### config.mk
export PLATFORM = sky130hd
export DESIGN_NAME = laser_tx_sched
export DESIGN_NICKNAME = d
export VERILOG_FILES = /design/src/rtl/laser_tx_sched.sv
export SDC_FILE = /design/constraint.sdc
export NUM_CORES = 1
export LEC_CHECK = 0
export ABC_AREA = 1
export CORE_MARGIN = 2
export CORE_UTILIZATION = 40
export DETAILED_ROUTE_END_ITERATION = 6
export PLACE_DENSITY = 0.86
export REMOVE_ABC_BUFFERS = 1
export SYNTH_ARGS = -nofsm -noshare
export SYNTH_HDL_FRONTEND = slang
export SYNTH_SLANG_ARGS = --single-unit
### constraint.sdc
create_clock -name clk -period 3.7 [get_ports clk]
set_clock_uncertainty 0.15 [all_clocks]
set_input_delay 0.37 -clock clk [delete_from_list [all_inputs] [get_ports clk]]
set_output_delay 0.37 -clock clk [all_outputs]
set_load 0.02 [all_outputs]
### src/rtl/laser_tx_sched.sv
// laser_tx_sched
// Round-robin scheduler that shares one serial laser transmitter between
// NUM_REQ requesters. It latches the winning packet, strobes the transmitter,
// waits for the transmitter to accept and finish, then holds the line idle for
// GAP_CLKS cycles. Every output is registered.
//
// Ports
//   clk       system clock
//   rst       synchronous, active-high reset
//   req       per-requester request level, held until grant
//   req_data  packet of requester i at [i*PKT_LENGTH +: PKT_LENGTH]
//   grant     one-hot 1-cycle pulse: packet latched (coincides with tx_start)
//   done      one-hot 1-cycle pulse: owner's packet fully sent
//   err       1-cycle pulse: tx_busy never rose after tx_start
//   tx_data   latched packet, stable from ISSUE until the next grant
//   tx_start  1-cycle start strobe to the transmitter
//   tx_busy   transmitter busy, high while shifting
//   busy      high whenever the scheduler is not IDLE
module laser_tx_sched #(
   parameter int NUM_REQ      = 4,
   parameter int PKT_LENGTH   = 32,
   parameter int GAP_CLKS     = 100,
   parameter int TIMEOUT_CLKS = 16
) (
   input  logic                           clk,
   input  logic                           rst,
   input  logic [NUM_REQ-1:0]             req,
   input  logic [NUM_REQ*PKT_LENGTH-1:0]  req_data,
   output logic [NUM_REQ-1:0]             grant,
   output logic [NUM_REQ-1:0]             done,
   output logic                           err,
   output logic [PKT_LENGTH-1:0]          tx_data,
   output logic                           tx_start,
   input  logic                           tx_busy,
   output logic                           busy
);

   localparam int CTR_MAX  = (GAP_CLKS > TIMEOUT_CLKS) ? GAP_CLKS : TIMEOUT_CLKS;
   localparam int CTR_W    = $clog2(CTR_MAX + 1);
   localparam int PTR_W    = $clog2(NUM_REQ);
   localparam int GAP_LAST = (GAP_CLKS > 0) ? GAP_CLKS - 1 : 0;
   localparam int TO_LAST  = (TIMEOUT_CLKS > 0) ? TIMEOUT_CLKS - 1 : 0;

   typedef enum logic [2:0] {
      IDLE      = 3'd0,
      ISSUE     = 3'd1,
      WAIT_BUSY = 3'd2,
      WAIT_DONE = 3'd3,
      GAP       = 3'd4
   } state_t;

   state_t                 state;
   state_t                 state_nx;
   logic [CTR_W-1:0]       ctr;
   logic [PTR_W-1:0]       rr_ptr;
   logic [PTR_W-1:0]       owner;

   logic                   win_vld;
   logic [PTR_W-1:0]       win_idx;
   logic [PTR_W-1:0]       cand;
   logic [PTR_W-1:0]       rr_nx;
   logic [PKT_LENGTH-1:0]  win_data;
   logic [NUM_REQ-1:0]     win_onehot;
   logic [NUM_REQ-1:0]     own_onehot;

   // Round-robin search starting at rr_ptr; first set request wins.
   always_comb begin
      win_vld = 1'b0;
      win_idx = '0;
      cand    = '0;
      for (int k = 0; k < NUM_REQ; k++) begin
         cand = PTR_W'((int'(rr_ptr) + k) % NUM_REQ);
         if (!win_vld && req[cand]) begin
            win_vld = 1'b1;
            win_idx = cand;
         end
      end
   end

   always_comb begin
      win_data = '0;
      for (int k = 0; k < NUM_REQ; k++) begin
         if (win_idx == PTR_W'(k)) win_data = req_data[k*PKT_LENGTH +: PKT_LENGTH];
      end
      win_onehot          = '0;
      win_onehot[win_idx] = 1'b1;
      own_onehot          = '0;
      own_onehot[owner]   = 1'b1;
      rr_nx = (win_idx == PTR_W'(NUM_REQ - 1)) ? '0 : win_idx + 1'b1;
   end

   // Next-state logic. With GAP_CLKS = 0 the GAP state is skipped entirely.
   always_comb begin
      state_nx = state;
      case (state)
         IDLE:      if (win_vld) state_nx = ISSUE;
         ISSUE:     state_nx = WAIT_BUSY;
         WAIT_BUSY: begin
            if (tx_busy)                      state_nx = WAIT_DONE;
            else if (ctr == CTR_W'(TO_LAST))  state_nx = (GAP_CLKS == 0) ? IDLE : GAP;
         end
         WAIT_DONE: if (!tx_busy) state_nx = (GAP_CLKS == 0) ? IDLE : GAP;
         GAP:       if (ctr == CTR_W'(GAP_LAST)) state_nx = IDLE;
         default:   state_nx = IDLE;
      endcase
   end

   always_ff @(posedge clk) begin
      if (rst) state <= IDLE;
      else     state <= state_nx;
   end

   // Registered outputs and datapath. Pulses default low every cycle.
   always_ff @(posedge clk) begin
      if (rst) begin
         grant    <= '0;
         done     <= '0;
         err      <= 1'b0;
         tx_data  <= '0;
         tx_start <= 1'b0;
         busy     <= 1'b0;
         ctr      <= '0;
         rr_ptr   <= '0;
         owner    <= '0;
      end else begin
         grant    <= '0;
         done     <= '0;
         err      <= 1'b0;
         tx_start <= 1'b0;
         busy     <= (state_nx != IDLE);
         case (state)
            IDLE: begin
               if (win_vld) begin
                  tx_data  <= win_data;
                  grant    <= win_onehot;
                  owner    <= win_idx;
                  rr_ptr   <= rr_nx;
                  tx_start <= 1'b1;
               end
            end
            ISSUE: ctr <= '0;
            WAIT_BUSY: begin
               if (!tx_busy) begin
                  if (ctr == CTR_W'(TO_LAST)) begin
                     err <= 1'b1;
                     // Restart the counter so the following GAP is full length.
                     ctr <= '0;
                  end else begin
                     ctr <= ctr + 1'b1;
                  end
               end
            end
            WAIT_DONE: begin
               if (!tx_busy) begin
                  done <= own_onehot;
                  ctr  <= '0;
               end
            end
            GAP: ctr <= ctr + 1'b1;
            default: ;
         endcase
      end
   end

endmodule

Yosys cells after proc, flatten, opt, wreduce, memory -nomap -nowiden. Cells that the tools add are included.

Bits in writable memories: 0. ROM bits: 0. Bits in latches: 0. Output and inout port bits: 43. Memories kept: 0. Flip-flop bits (word level): 57. Input bits: 135.

Muxes and demuxes: 37. Bitwise logic cells: 4. Eq/ne operators: 11. Add/subtract/negate cells: 5. Divide/modulo/power cells: 0. $lt $le $gt $ge: 8. Multiply operators: 0. Reduce and logical (&&, ||, !) cells: 18. Shifts and indexed selects: 0.

Operators by type and width (number): $mux 32 (4); $pmux 7 s4 (1); $mux 7 (3); $lt 2x3->1 const B (6); $mux 3 (5); $pmux 3 s5 (1); $mux 1 (12); $mux 2 (5); $reduce_or 3->1 (3); $bmux 1 s2 (4); $add 7x1->7 const B (1); $eq 7x4->1 const B (1); $eq 7x7->1 const B (1); $eq 3x2->1 const B (2); $logic_and 1x1->1 (5); $add 2x1->2 const B (2); $add 2x2->2 const B (2); $demux 1 s2 (2); $eq 2x2->1 const B (2); $ge 2x1->1 const B (2); $ne 2x2->1 const B (2); $not 1->1 (4); $reduce_bool 4->1 (1); $eq 3x1->1 const B (1); 9 further kinds (11).

Longest topological paths before layout.
Depth in word-level cells: 17. Gate-level depth with buffers: 23. Depth with buffers taken out: 20.

Worst setup path after synthesis. Ideal clock, no wire load.

Path kind: register to register. Start: register rr_ptr[0]. End: register tx_data[20]. Arrival: 2.388 ns. Required time: 3.485 ns. Path buffers: 3. Setup slack: 1.098 ns. Cell stages (with the launch flop): 23. Library setup time: 0.065 ns. Cells stage by stage: dfxtp_1 -> buf_6 -> inv_4 -> nand2_1 -> nand3_1 -> nand2_1 -> inv_1 -> nand2_1 -> nand2_1 -> nand2_1 -> inv_1 -> nand2_1 -> inv_1 -> ha_1 -> clkbuf_1 -> nor2_1 -> clkbuf_1 -> nand2_1 -> nand2_1 -> o211ai_1 -> nand2_1 -> o21ai_0 -> nor2_1.

Longest elaborated chain between the ends: 17. Elaborated cells between the ends (all ways): 34. Classes of those cells: add/sub (3); eq/ne (3); mux (20); reduce/logical (8).

Ends and longest elaborated chain: from (decl) (RTL line 55) `logic [PTR_W-1:0] rr_ptr;`; from (signal assigned) (RTL line 137) `rr_ptr <= rr_nx;`; parallel branches: the longest is 11 deep, another holds $add 2x1->2; $mux 2 (*) (RTL line 73) `if (!win_vld && req[cand]) begin`; net win_idx[0] (RTL line 59) `logic [PTR_W-1:0] win_idx;`; $logic_not 2->1 (RTL line 83) `if (win_idx == PTR_W'(k)) win_data = req_data[k*PKT_LENGTH +: PKT_LENGTH];`; $mux 32 (3 in series) (RTL line 83); $mux 32 (*) (RTL line 83); to (signal assigned) (RTL line 134) `tx_data <= win_data;`; to (decl) (RTL line 32) `output logic [PKT_LENGTH-1:0] tx_data,`.

Mark *: on every way through the listed nets, which the timed path passes. The select of a mux whose other input is x is not followed. A chain may end at the register's enable or synchronous reset.

Worst setup path in the final report.
Start: register rr_ptr[0]. End: register tx_data[24].

The elaborated chain is that of the path after synthesis.

==> impl_metrics.ini <==
[sta]
clock.fmax_mhz = 349
setup_violations = 0
fin_ws_ps = 834
finalSetupTns_ps = 0
worstMarginPinSlew_ps = 481
slew_headroom_pct = 67.8
min_period_ps = 2870
post-route-period-util_pct = 77.5
finalHoldViolations = 0
maxSlewViolCount = 0
rsz0062_at_grt = false

[cts]
clk_path_buf_depth = 2
htree_levels = 3
ctsHoldBuffers = 0
clkTransAtPathRegs_ps = 60
cts.sinks = 57
cts_buffers = 9
cts_setup_buffers = 0
postCtsResizedCells = 0
root_buffer = clkbuf_8
clk_latency_ps = 330
cts_tree = yes

[grt]
grt_util_all_layers_pct = 24.5
first_global_vias = 4212
grt_overflow_total = 0
antenna_found_initial = 0
grt_max_degree = 38
grt_first_pass_wirelength_um = 18900

[place]
portBuffers = 177
routabilityCongestion = 0.936
pre_cts_ws_ps = 629
detailedPlacementHpwl_um = 8580

[route]
route.antenna.remaining_nets = 0
drt-total-wl_um = 11500
drt_iter0_drc = 138
drcViolationCount = 0
route.vias.total = 4213
via_per_inst = 5.06
routedWlPerCell_um = 13.8
first_pass_iters = 5

[power]
pwr-share-seq_pct = 18.0
p_leak_nw = 2.41
irDropWorstVdd_uv = 555
clkPwrFrac_pct = 10.9
intPower_w = 0.00258
p_sw_w = 0.00265
pwr_density_cell_nw_per_um2 = 960
swShare_pct = 50.7
p_comb_share_pct = 71.1

[floorplanning]
core_um2 = 8260
die_h_um = 96.7
start_util_pct = 41.6
die_x_um = 96.7
boundaryPins = 178
die_area_um2 = 9350
fp-row-count = 33

[setup_path]
worstSetupStartpointType = register
path_depth = 16
cp_top_family = simple AND/OR/NAND/NOR gates
worst-path-max-fanout = 22
cp.required_ps = 3820
reg2reg_depth = 16
cp_num_buf_inv = 4
cp_slowest_cell = dfxtp_1
slowest_delay_ps = 550
cp_data_arrival_time_ps = 2980
worstSetupEndpointType = register
cp_cell_sequence = inv_4 -> nand2_1 -> nand2_2 -> nand2_2 -> nand2_2 -> nor2_4 -> nand4_1 -> nand2_1 -> inv_1 -> ha_1 -> inv_1 -> buf_12 -> o211ai_1 -> nand2_1 -> o21ai_0 -> nor2_1
crit_type = register to register

[synthesis]
synth_seq_area_share_pct = 33.2
yosysTopAreaCell = dfxtp_1
netlist_area_um2 = 3440
synth_top_cell_area_share_pct = 33.2
yosysMostFrequentCell = nand2_1
ys_async_sr_fraction_pct = 0
synth.distinct_cells = 28
ys_warn_count = 0
ys_ff_latch = 57
synthTopCellsByCount = 191 x nand2_1, 85 x nor2_1, 57 x dfxtp_1
synth_top_flop_cell = dfxtp_1
synthTopCellsByArea = dfxtp_1 33%, nand2_1 21%, nor2_1 9.3%, o211ai_1 7.4%, a21oi_1 5.2%
synth.avg_cell_area_um2 = 6.17
synth_cells = 557
synth_edf_count = 0

[final_layout]
nets = 862
syn_to_final_growth_pct = 58.2
drive_above_1_share_pct = 4.81
insertedDiodeCount = 0

[min_path]
hold_class = register to register
hold_depth = 1

[run_status]
status = finished, final reports clean

[run]
drv_cap = 0
state kept, by name (all words and copies together), names as in the netlist:
signal / flops
ctr: 7
grant: 4
state: 3
tx_start: 1
tx_data: 32
owner: 2
done: 4
err: 1
rr_ptr: 2
busy: 1
stage by stage:
step | total power (W) | std cells | area (um2) | hold WS [ps] | util (%)
after global placement | 0.00456 | 816 | 5250 | 271 | 63.6
after CTS | 0.00524 | 832 | 5440 | 293 | 65.9
after detailed placement | 0.00466 | 816 | 5250 | 282 | 63.6
final | 0.00522 | 832 | 5440 | 291 | 65.9
after floorplan | 0.00340 | 524 | 3260 | 263 | -
after global routing | 0.00575 | 832 | 5440 | 340 | 65.9
path summary, 6_finish.rpt:
path	to	from	slack, ps
max	tx_data[24]$_SDFFE_PP0P_	rr_ptr[0]$_SDFFE_PP0P_	830
min reg2reg	done[0]$_SDFF_PP0_	owner[1]$_SDFFE_PP0P_	290
min	done[0]$_SDFF_PP0_	owner[1]$_SDFFE_PP0P_	290
max reg2reg	tx_data[24]$_SDFFE_PP0P_	rr_ptr[0]$_SDFFE_PP0P_	830
cell families after synthesis:
group / share of synthesized area, %
compound gates: 18.8
xor+xnor: 0.255
fa+ha+maj: 1.82
buf+inv: 9.61
flops: 33.2
simple gates: 36.4
cell usage in the layout, fill, tap and decap left out, types with 2 or more instances in the layout:
master	instances
a21oi_1	36
ha_1	5
buf_4	9
clkbuf_8	10
nand4_1	2
nand3_1	17
clkinv_2	2
clkbuf_1	3
dfxtp_1	57
o211ai_1	34
nand2_1	191
a21oi_2	2
clkdlybuf4s50_1	177
o21ai_0	27
o21ai_1	10
nor3_1	8
nor2_1	84
inv_1	35
nor3b_1	3
nand2_2	4
layer usage:
metal	global-route usage (%)	part of all wire, %	wire, um
met4	11.4	2.7	306
met3	5.49	6.4	734
met5	0	0	0
met2	45.6	52	6020
met1	26.1	38	4410
layout make-up:
type                       count  area, um2
fill                         713       2820
inverter                      38        150
clock buffer                  13        149
clock inverter                 3       40.0
timing repair buffer         187       1860
sequential                    57       1140
tap                          105        131
multi-input combinational    429       1970
power by group through the flow:
| stage | Clock [W] | Sequential (W) | Combinational, W |
|---|---|---|---|
| after floorplan | 0 | 0.00112 | 0.00228 |
| after global placement | 0 | 0.000940 | 0.00362 |
| after detailed placement | 0 | 0.000953 | 0.00371 |
| after CTS | 0.000573 | 0.000941 | 0.00373 |
| after global routing | 0.000606 | 0.000965 | 0.00418 |
| final | 0.000567 | 0.000941 | 0.00371 |
Power figures use the tool's default switching activity.
